<file path="src/rtl/counter_sched_pkg.sv">
// rtl/counter_sched_pkg.sv - shared types and constants for the counter job scheduler
// Purpose: FSM state encoding, direction encoding and default sizes used by
//          counter_job_scheduler and its testbench.
// Ports:   none (package).
package counter_sched_pkg;

  localparam int DEFAULT_N       = 8;
  localparam int DEFAULT_NUM_REQ = 4;

  localparam logic DIR_UP = 1'b1;
  localparam logic DIR_DN = 1'b0;

  typedef enum logic [2:0] {
    IDLE,
    LOAD,
    SETTLE,
    RUN,
    DONE
  } state_t;

endpackage

</file>
<file path="src/rtl/rr_arbiter.sv">
// rtl/rr_arbiter.sv - combinational round-robin arbiter
// Purpose: picks the first asserted request at or after ptr, wrapping.
// Ports:
//   req  in  NUM_REQ  request vector
//   ptr  in  IW       index with highest priority this round
//   gnt  out NUM_REQ  one-hot winner (zero when nothing requested)
//   idx  out IW       encoded winner
//   any  out 1        at least one request present
module rr_arbiter #(
  parameter int NUM_REQ = 4,
  parameter int IW      = $clog2(NUM_REQ)
) (
  input  logic [NUM_REQ-1:0] req,
  input  logic [IW-1:0]      ptr,
  output logic [NUM_REQ-1:0] gnt,
  output logic [IW-1:0]      idx,
  output logic               any
);

  logic [IW:0]   sum;
  logic [IW-1:0] c;

  // Walk from lowest to highest priority so the last hit (ptr itself) wins.
  always_comb begin
    gnt = '0;
    idx = '0;
    any = 1'b0;
    sum = '0;
    c   = '0;
    for (int k = NUM_REQ - 1; k >= 0; k--) begin
      sum = {1'b0, ptr} + (IW+1)'(k);
      if (sum >= (IW+1)'(NUM_REQ)) begin
        sum = sum - (IW+1)'(NUM_REQ);
      end
      c = sum[IW-1:0];
      if (req[c]) begin
        gnt    = '0;
        gnt[c] = 1'b1;
        idx    = c;
        any    = 1'b1;
      end
    end
  end

endmodule

</file>
<file path="src/rtl/counter_job_scheduler.sv">
// rtl/counter_job_scheduler.sv - round-robin scheduler sharing one up/down counter
// Purpose: grants the counter to one requester at a time, loads its preset,
//          runs it in the requested direction until ctr_expired, then pulses done.
// Ports:
//   clk, rst                 clock and synchronous active-high reset
//   req/req_dir/req_value    per-requester job request, direction, preset
//   hold                     global pause request (honoured only while running)
//   grant, done, busy        requester-side status
//   new_cntr_preset(_value)  preset load strobe and value to the counter
//   enable_cnt_up/dn         count enables to the counter
//   pause_counting           pause to the counter
//   counter, ctr_expired     counter value (checking only) and terminal flag
module counter_job_scheduler
  import counter_sched_pkg::*;
#(
  parameter int N       = DEFAULT_N,
  parameter int NUM_REQ = DEFAULT_NUM_REQ
) (
  input  logic                 clk,
  input  logic                 rst,
  input  logic [NUM_REQ-1:0]   req,
  input  logic [NUM_REQ-1:0]   req_dir,
  input  logic [NUM_REQ*N-1:0] req_value,
  input  logic                 hold,
  output logic [NUM_REQ-1:0]   grant,
  output logic [NUM_REQ-1:0]   done,
  output logic                 busy,
  output logic                 new_cntr_preset,
  output logic [N-1:0]         new_cntr_preset_value,
  output logic                 enable_cnt_up,
  output logic                 enable_cnt_dn,
  output logic                 pause_counting,
  input  logic [N-1:0]         counter,
  input  logic                 ctr_expired
);

  localparam int IW = $clog2(NUM_REQ);

  state_t               state_q, state_d;
  logic [NUM_REQ-1:0]   grant_q;
  logic [IW-1:0]        idx_q;
  logic [IW-1:0]        ptr_q;
  logic [IW-1:0]        ptr_next;
  logic                 dir_q;
  logic [N-1:0]         value_q;

  logic [NUM_REQ-1:0]   arb_gnt;
  logic [IW-1:0]        arb_idx;
  logic                 arb_any;

  rr_arbiter #(.NUM_REQ(NUM_REQ), .IW(IW)) u_arb (
    .req (req),
    .ptr (ptr_q),
    .gnt (arb_gnt),
    .idx (arb_idx),
    .any (arb_any)
  );

  // The owner just served drops to lowest priority next round.
  assign ptr_next = (int'(idx_q) == NUM_REQ - 1) ? '0 : idx_q + IW'(1);

  always_comb begin
    state_d         = state_q;
    new_cntr_preset = 1'b0;
    enable_cnt_up   = 1'b0;
    enable_cnt_dn   = 1'b0;
    pause_counting  = 1'b0;
    done            = '0;
    case (state_q)
      IDLE: begin
        if (arb_any) state_d = LOAD;
      end
      LOAD: begin
        new_cntr_preset = 1'b1;
        state_d         = SETTLE;
      end
      SETTLE: begin
        // One idle cycle so ctr_expired reflects the freshly loaded preset.
        state_d = RUN;
      end
      RUN: begin
        enable_cnt_up  = (dir_q == DIR_UP) & ~ctr_expired;
        enable_cnt_dn  = (dir_q == DIR_DN) & ~ctr_expired;
        pause_counting = hold;
        // Expiry is checked first so a request drop on the same cycle still completes.
        if (ctr_expired) begin
          state_d = DONE;
        end else if (!req[idx_q]) begin
          state_d = IDLE;
        end
      end
      DONE: begin
        done    = grant_q;
        state_d = IDLE;
      end
      default: state_d = IDLE;
    endcase
  end

  always_ff @(posedge clk) begin
    if (rst) begin
      state_q <= IDLE;
      grant_q <= '0;
      idx_q   <= '0;
      ptr_q   <= '0;
      dir_q   <= 1'b0;
      value_q <= '0;
    end else begin
      state_q <= state_d;
      case (state_q)
        IDLE: begin
          if (arb_any) begin
            grant_q <= arb_gnt;
            idx_q   <= arb_idx;
            dir_q   <= req_dir[arb_idx];
            value_q <= req_value[int'(arb_idx)*N +: N];
          end
        end
        RUN: begin
          if (state_d == IDLE) begin
            grant_q <= '0;
            ptr_q   <= ptr_next;
          end
        end
        DONE: begin
          grant_q <= '0;
          ptr_q   <= ptr_next;
        end
        default: ;
      endcase
    end
  end

  assign grant                 = grant_q;
  assign busy                  = (state_q != IDLE);
  assign new_cntr_preset_value = value_q;

  always_ff @(posedge clk) begin
    if (!rst) begin
      assert ($onehot0(grant_q));
      assert (!(enable_cnt_up && enable_cnt_dn));
      assert (!(new_cntr_preset && (enable_cnt_up || enable_cnt_dn)));
      if (state_q == RUN && ctr_expired) begin
        assert (counter == {N{dir_q}});
      end
    end
  end

endmodule

</file>
<file path="config.mk">
export PLATFORM = sky130hd
export DESIGN_NAME = counter_job_scheduler
export DESIGN_NICKNAME = d
export VERILOG_FILES = /design/src/rtl/counter_sched_pkg.sv /design/src/rtl/rr_arbiter.sv /design/src/rtl/counter_job_scheduler.sv
export SDC_FILE = /design/constraint.sdc
export NUM_CORES = 1
export LEC_CHECK = 0
export CAP_MARGIN = 20
export CORE_ASPECT_RATIO = 2
export CORE_MARGIN = 5
export CORE_UTILIZATION = 35
export DETAILED_ROUTE_END_ITERATION = 16
export PLACE_DENSITY = 0.67
export SYNTH_ARGS = -nofsm -noshare
export SYNTH_HDL_FRONTEND = slang
export SYNTH_HIERARCHICAL = 1
export SYNTH_SLANG_ARGS = --single-unit
</file>
<file path="constraint.sdc">
create_clock -name clk -period 3.5 [get_ports clk]
set_input_delay 0.875 -clock clk [delete_from_list [all_inputs] [get_ports clk]]
set_output_delay 0.875 -clock clk [all_outputs]
set_load 0.05 [all_outputs]
</file>
Word level (Yosys, flattened, before mapping) --
Index checks and enable logic that the tools add are counted.
Cells by class: $add $sub $neg 8, $lt $le $gt $ge 14, eq/ne operators 7, shift operators 1, multiplexer cells 51, bitwise operators 4, reductions and logical operators 12
Operators with widths (number):
- indexed part select 32 x 6 -> 8 bit | 1
- two-way mux 4 bit | 7
- two-way mux 2 bit | 10
- < comparator 2 x 3 -> 1 bit (second input constant) | 6
- two-way mux 1 bit | 18
- binary-select mux 1 bit (select 2 bit) | 6
- one-hot mux 3 bit (4 select lines) | 1
- one-hot mux 4 bit (3 select lines) | 1
- greater-or-equal comparator 3 bit (second input constant) | 3
- two-way mux 3 bit | 3
- demux 1 bit (select 2 bit) | 4
- greater-or-equal comparator 2 x 1 -> 1 bit (second input constant) | 4
- subtractor 2 x 1 -> 2 bit (second input constant) | 4
- adder 2 x 2 -> 3 bit (second input constant) | 2
- equality test 3 x 2 -> 1 bit (second input constant) | 2
- logical NOT 3 bit | 2
- nonzero test 3 bit | 2
- logical AND 1 bit | 4
- inequality test 2 bit (second input constant) | 2
- one-hot mux 2 bit (2 select lines) | 1
- AND reduction 2 bit | 2
- adder 2 x 1 -> 3 bit (second input constant) | 1
- equality test 3 x 1 -> 1 bit (second input constant) | 1
- equality test 3 bit (second input constant) | 1
- 7 further kinds | 9
Storage, ports and cells: register bits after elaboration 20, input port bits 52, output and inout bits 21, word-level logic and storage cells 103

Depth between registers and ports, before layout --
Gate-level depths: netlist of run 1.
word-level depth 14, depth in mapped cells 11, gate-level depth less buffers 9

By module --
The synthesis of run 1 kept the hierarchy.
Modules (own cells, without submodules):
- counter_job_scheduler | times used 1, cells an instance 112, area an instance 1104.8 µm², seq. area each 400.4 µm²
- rr_arbiter | times used 1, cells an instance 85, area an instance 683.2 µm², seq. area each 0.0 µm²

Least setup slack after synthesis of run 1 --
No wires, ideal clock.
kind reg-to-reg, from register ptr_q[0], to register dir_q, library setup time 0.132 ns, arrival 2.630 ns, data required time 3.368 ns, setup slack 0.738 ns, stages on the path, launching flop included 12, path buffers 3, clock period less this slack 2.762 ns, path through dfxtp_1 buf_6 inv_1 ha_1 buf_2 nand2_1 a21o_2 a221oi_1 clkbuf_1 mux4_2 nand2_1 a21oi_1
Between the ends: longest elaborated chain between the ends 11, elaborated cells between the ends (all ways) 34, classes of those cells 7 x add/sub; 4 x order compare; 22 x mux; 1 x reduce/logical
Ends and longest elaborated chain:
- start, declared | RTL line counter_job_scheduler.sv:42 | logic [IW-1:0] ptr_q;
- start signal, assigned | RTL line counter_job_scheduler.sv:122 | ptr_q <= ptr_next;
- start signal, assigned | RTL line counter_job_scheduler.sv:127 | ptr_q <= ptr_next;
- adder 2 x 2 -> 3 bit | RTL line rr_arbiter.sv:31 | sum = {1'b0, ptr} + (IW+1)'(k);
- greater-or-equal comparator 3 bit or subtractor 2 x 1 -> 2 bit (tied branches) | RTL line rr_arbiter.sv:32, rr_arbiter.sv:33
- two-way mux 2 bit | RTL line rr_arbiter.sv:32 | if (sum >= (IW+1)'(NUM_REQ)) begin
- binary-select mux 1 bit (select 2 bit) | RTL line rr_arbiter.sv:36 | if (req[c]) begin
- two-way mux 1 bit (implied by the code) | RTL line rr_arbiter.sv:36
- two-way mux 2 bit (3 in series) | RTL line rr_arbiter.sv:36
- two-way mux 2 bit (*) | RTL line rr_arbiter.sv:36
- via arb_idx[1] | RTL line counter_job_scheduler.sv:48 | logic [IW-1:0] arb_idx;
- binary-select mux 1 bit (select 2 bit) (*) | RTL line counter_job_scheduler.sv:115 | dir_q <= req_dir[arb_idx];
- two-way mux 1 bit (implied by the code) (*) | RTL line counter_job_scheduler.sv:115
- end signal, assigned | RTL line counter_job_scheduler.sv:115
- end, declared | RTL line counter_job_scheduler.sv:44 | logic dir_q;
The timed path passes the listed nets; every way through them passes the cells marked *. The select of a mux whose other input is x is not followed. A chain may end at the register's enable or synchronous reset.

Final worst setup path of run 1 --
from register state_q[2], to output port done[2]
Between the ends: longest elaborated chain between the ends 2
Ends and longest elaborated chain:
- start, declared | RTL line counter_job_scheduler.sv:39 | state_t state_q, state_d;
- start signal, assigned | RTL line counter_job_scheduler.sv:109 | state_q <= state_d;
- equality test 3 bit | RTL line counter_job_scheduler.sv:69 | case (state_q)
- two-way mux 4 bit | RTL line counter_job_scheduler.sv:69
- end, declared | RTL line counter_job_scheduler.sv:26 | output logic [NUM_REQ-1:0] done,
Every way passes these cells.

==> results of run 1 <==
-- kinds of logic after synthesis --
| group | Yosys count | synth area share [%] |
|---|---|---|
| compound gates | 42 | 18.5 |
| fa+ha+maj | 9 | 6.30 |
| buf+inv | 23 | 6.86 |
| flops | 20 | 22.4 |
| mux | 21 | 21.4 |
| simple gates | 82 | 24.5 |
-- critical path: stages, from the launching register on --
cell             delay [ns]
dfxtp_1                0.50
nor3b_1                0.49
and2_1                 0.20
clkdlybuf4s50_1        0.80
-- per-stage QoR --
| step | util (%) | total power, W | worst slack, ns |
|---|---|---|---|
| 6_report | 51.6 | 0.00102 | 0.376 |
| 3_3_place_gp | 50.2 | 0.000786 | 0.209 |
| 2_1_floorplan | - | 0.000624 | 0.738 |
| 4_1_cts | 51.6 | 0.00102 | 0.308 |
| 5_1_grt | 51.6 | 0.00107 | 0.175 |
| 3_5_place_dp | 50.2 | 0.000797 | 0.181 |
-- per-layer routing --
metal | global-route usage, % | routed length, um
met3 | 4.78 | 443
met2 | 25.2 | 2430
met5 | 0 | 0
met1 | 17.6 | 1890
met4 | 3.04 | 46
-- sequential cells by signal, indices dropped and copies added, names as in the netlist --
name	flops
new_cntr_preset_value	8
grant	4
state_q	3
idx_q	2
ptr_q	2
dir_q	1
-- power by group through the flow --
stage                     Combinational, W  Sequential (W)  Clock (W)
after floorplan                   0.000248        0.000376          0
after global placement            0.000485        0.000301          0
after detailed placement          0.000493        0.000304          0
after CTS                         0.000495        0.000299   0.000230
after global routing              0.000527        0.000307   0.000241
final                             0.000491        0.000300   0.000226
-- cell usage in the layout (no fill, tap or decap), types with 3 or more instances in the layout --
master | Yosys | routed
inv_1 | 8 | 8
clkbuf_8 | 0 | 3
nand2b_1 | 3 | 3
a21oi_1 | 15 | 15
nand3_1 | 4 | 4
mux2_2 | 4 | 4
ha_1 | 9 | 9
clkdlybuf4s50_1 | 0 | 61
o211ai_1 | 4 | 4
a32o_1 | 4 | 4
buf_12 | 0 | 3
and2_1 | 4 | 4
buf_4 | 0 | 12
dfxtp_1 | 20 | 20
nor3b_1 | 3 | 3
nor2_2 | 3 | 3
nand2_1 | 29 | 29
a41oi_2 | 4 | 4
nor2_1 | 16 | 16
a31oi_1 | 5 | 5
mux4_2 | 11 | 11
-- path summary, 6_finish.rpt --
path,startpoint,end,slack (ns),cells past startpoint
setup / recovery,state_q[2]$_SDFF_PP0_,done[2],0.38,3
setup reg to reg,ptr_q[0]$_SDFFE_PP0P_,new_cntr_preset_value[0]$_SDFFE_PP0P_,0.79,11
hold / removal,new_cntr_preset_value[1]$_SDFFE_PP0P_,new_cntr_preset_value[1]$_SDFFE_PP0P_,0.46,2
hold reg to reg,new_cntr_preset_value[1]$_SDFFE_PP0P_,new_cntr_preset_value[1]$_SDFFE_PP0P_,0.46,2
-- cell type report --
cell class,count,share of cell area (%)
multi-input cells,154,48.8
repair buffers,76,29.2
flip-flops and latches,20,15.4
well taps,58,2.78
clock buffers,3,1.58
clock inverters,1,1.15
inverters,8,1.15
==> impl_metrics.ini, run 1 <==
[status]
status = complete, no violations

[detailed_routing]
via_per_inst = 5.46
wire_per_inst_um = 15.0
dr.pass1.iters = 4
drcViolationCount = 0
drtIter0Drc = 48
vias = 1746
ant_nets = 0
wl_mm = 4.81

[sta]
rsz0062_at_grt = false
slew_headroom_pct = 47.2
fmax_mhz = 320
period_needed_ns = 3.12
post-route-period-util_pct = 89.3
hold_ws_ns = 0.463
slew_viol_final = 0
tns_ns = 0
setup_viol = 0
skew_ns = 0.00388
worstMarginPinSlew_ns = 0.790
finalHoldViolCount = 0

[floorplan]
io_pins = 73
start_util_pct = 35.4
num_rows = 37
core_sq_um = 5050
die_y_um = 111
die_x_um = 60.5
die-area_sq_um = 6720

[layout]
finalNonFillerCells = 320
multi_input_area_sq_um = 1270
fillCellCount = 480
area_growth_pct = 45.8
stdcell_area_sq_um = 2610
drive_gt1_share_pct = 20.6
regArea_sq_um = 400
antennaDiodeCount = 0
fin_nets = 324

[worst_setup_path]
startpoint_type = flip-flop
arrival_ns = 2.25
cp-end-kind = output port
crit_type = reg -> out
crit_fanout = 11
required_ns = 2.62

[synthesis]
syn_area_sq_um = 1790
synthCells = 197
yosys_warnings = 6
ys.flop_type = dfxtp_1
seq_area_frac_synth_pct = 22.4
synth_nets = 258
synthTopCellsByArea = dfxtp_1 22%, mux4_2 14%, ha_1 6.3%
synth_cell_type_count = 48
synth.top_cell.area_share_pct = 22.4
syn_area_per_cell_sq_um = 9.08
synth.largest_area_cell = dfxtp_1
synth-seq-cells = 20
yosysMostFrequentCell = nand2_1
synth_edf_count = 0
synthTopCellsByCount = 29 x nand2_1, 20 x dfxtp_1, 16 x nor2_1
synth-async-reset-ratio_pct = 0

[power_and_ir_drop]
p_seq_share_pct = 29.5
peakVddDrop_v = 0.000293
swShare_pct = 37.7
clockPowerShare_pct = 22.3
power_leakage_nw = 0.940
p_sw_w = 0.000384
powerDensity_nw_per_um2 = 390
power.internal_w = 0.000633
combPwrFrac_pct = 48.3

[clock_network]
cts-resized-gates = 0
cts_setup_buffers = 0
ctsLongestPathBuffers = 2
clk_pin_slew_ns = 0.07
ctsHoldBuffers = 0
clk_latency_ns = 0.25
numClockSinks = 20
h-tree-depth = 1
cts_buffers = 3
cts_tree = built
cts-root-buf = clkbuf_8

[placement]
place_inst = 316
gp_congestion = 0.934
placed_cell_area_sq_um = 2530
hpwl_mm = 3.86
io_buffers = 64

[grt]
grt_pass1_vias = 1806
grt_pass1_wl_mm = 8.00
grt_start_max_net_pins = 23
overflow = 0
antenna_found_initial = 0
grtUsageTotal_pct = 14.8

[min_path]
hold_class = reg -> reg

[job]
max_cap_viol_count = 0
No activity file was read; power rests on OpenSTA's default activity.
==> run 2: changes to the inputs <==
--- a/config.mk
+++ b/config.mk
@@ -10,6 +10,7 @@
 export CORE_MARGIN = 5
 export CORE_UTILIZATION = 35
 export DETAILED_ROUTE_END_ITERATION = 16
+export HOLD_SLACK_MARGIN = 0.15
 export PLACE_DENSITY = 0.67
 export SYNTH_ARGS = -nofsm -noshare
 export SYNTH_HDL_FRONTEND = slang
==> constraint.sdc (replaced) <==
create_clock -name clk -period 3.29 [get_ports clk]
set_input_delay 0.8225 -clock clk [delete_from_list [all_inputs] [get_ports clk]]
set_output_delay 0.8225 -clock clk [all_outputs]
set_load 0.05 [all_outputs]
==> run 2 against run 1 <==
Sequential share of layout area is 0.088 points lower. Via count is 0.57% higher. Global-route usage is 0.23 points higher. Routed wire length is 0.33% higher. Setup slack worse by 0.17 ns. Sequential power is 6% higher. Non-clock buffer count is 2 higher. Cell area is 0.58% higher. Clock skew is 0.00057 ns higher. Core utilization is 0.30 points higher. Combinational power is 7.3% higher. Largest cell class unchanged. Clock power is 7% higher.
==> impl_metrics.ini, run 2 (synthesized netlist as in run 1, its figures left out) <==
[status]
status = complete, no violations

[sta]
slew_headroom_pct = 47.8
rsz0062_at_grt = false
worstMarginPinSlew_ns = 0.781
period_needed_ns = 3.08
finalHoldViolCount = 0
tns_ns = 0
fmax_mhz = 325
slew_viol_final = 0
post-route-period-util_pct = 93.7
skew_ns = 0.00444
setup_viol = 0

[clock_network]
ctsLongestPathBuffers = 2
cts_buffers = 3
cts-resized-gates = 0
ctsHoldBuffers = 0
numClockSinks = 20
h-tree-depth = 1
cts-root-buf = clkbuf_8
cts_setup_buffers = 0
cts_tree = built
clk_pin_slew_ns = 0.07
clk_latency_ns = 0.25

[detailed_routing]
drtIter0Drc = 93
vias = 1756
ant_nets = 0
drcViolationCount = 0
via_per_inst = 5.45
wire_per_inst_um = 15.0
wl_mm = 4.82
dr.pass1.iters = 4

[placement]
gp_congestion = 0.928
io_buffers = 64
hpwl_mm = 3.87
place_inst = 318
placed_cell_area_sq_um = 2550

[worst_setup_path]
cp-startpoint = state_q[2]$_SDFF_PP0_
worstRegToRegCells = 9
crit_fanout = 11
startpoint_type = flip-flop
arrival_ns = 2.26
reg2reg_to = new_cntr_preset_value[4]$_SDFFE_PP0P_
crit_type = reg -> out
rr_startpoint = ptr_q[0]$_SDFFE_PP0P_
cp-end-kind = output port
crit_end = done[0]
required_ns = 2.47
reg2reg_slack_ns = 0.79

[floorplan]
die_x_um = 60.5
io_pins = 73
num_rows = 37
die_y_um = 111
die-area_sq_um = 6720
core_sq_um = 5050
start_util_pct = 35.4

[layout]
layout_common_cells = 61 x clkdlybuf4s50_1, 29 x nand2_1, 20 x dfxtp_1, 16 x nor2_1, 15 x a21oi_1
fin_nets = 326
finalNonFillerCells = 322
largest_register_ffs = 8
drive_gt1_share_pct = 21.2
stdcell_area_sq_um = 2620
final_common_cell = clkdlybuf4s50_1
fillCellCount = 470
antennaDiodeCount = 0
area_growth_pct = 46.6

[power_and_ir_drop]
combPwrFrac_pct = 48.5
p_total_w = 0.00109
swShare_pct = 37.8
power_leakage_nw = 0.950
p_seq_share_pct = 29.2
powerDensity_nw_per_um2 = 415
p_sw_w = 0.000410
clockPowerShare_pct = 22.3
peakVddDrop_v = 0.000363
power.internal_w = 0.000676

[grt]
antenna_found_initial = 0
grtUsageTotal_pct = 15.0
grt_start_max_net_pins = 23
overflow = 0
grt_pass1_vias = 1794
grt_pass1_wl_mm = 8.15

[min_path]
hold_class = reg -> reg

[job]
max_cap_viol_count = 0
==> run 2: area by class of cell <==
cell class	instances	area, sq um	share of cell area [%]
Clock inverter	1	30.0	1.15
Sequential cell	20	400	15.3
Clock buffer	3	41.3	1.58
Multi-Input combinational cell	154	1270	48.5
Timing Repair Buffer	78	776	29.6
Tap cell	58	72.6	2.77
Inverter	8	30.0	1.15
==> run 2: stage by stage <==
stage	hold slack [ns]	util, %	worst slack, ns
final	0.458	51.9	0.209
after floorplan	0.450	-	0.528
after global placement	0.442	50.5	0.0971
after CTS	0.460	51.9	0.179
after detailed placement	0.449	50.5	0.0441
after global routing	0.492	51.9	0.0589
==> run 2: worst min path at each step <==
stage / cells after the start / from / slack [ns] / endpoint
final: 2 / new_cntr_preset_value[0]$_SDFFE_PP0P_ / 0.46 / new_cntr_preset_value[0]$_SDFFE_PP0P_
after global routing: 2 / new_cntr_preset_value[0]$_SDFFE_PP0P_ / 0.49 / new_cntr_preset_value[0]$_SDFFE_PP0P_
after CTS: 2 / new_cntr_preset_value[0]$_SDFFE_PP0P_ / 0.46 / new_cntr_preset_value[0]$_SDFFE_PP0P_
after detailed placement: 2 / new_cntr_preset_value[0]$_SDFFE_PP0P_ / 0.45 / new_cntr_preset_value[0]$_SDFFE_PP0P_
after global placement: 2 / new_cntr_preset_value[6]$_SDFFE_PP0P_ / 0.44 / new_cntr_preset_value[6]$_SDFFE_PP0P_
after floorplan: 2 / dir_q$_SDFFE_PP0P_ / 0.45 / dir_q$_SDFFE_PP0P_
==> run 2: worst max-delay path: stages, from the launching register on <==
cell and delay [ns]:
dfxtp_1 0.52, nor3b_1 0.49, and2_1 0.20, clkdlybuf4s50_1 0.80
==> run 2: per-layer routing <==
metal / vias up / part of all wire, % / GRT usage, %
met5: - / 0 / 0
met4: 0 / 0.95 / 2.60
met3: 4 / 9.2 / 4.55
met2: 67 / 49 / 25.3
met1: 822 / 41 / 18.6
li1: 863 / - / -
==> run 2: power groups by stage <==
stage               combinational [W]  sequential [W]  clock (W)
global placement             0.000518        0.000321          0
floorplan                    0.000264        0.000400          0
CTS                          0.000529        0.000318   0.000247
finish                       0.000527        0.000318   0.000242
detailed placement           0.000528        0.000323          0
global route                 0.000565        0.000325   0.000259
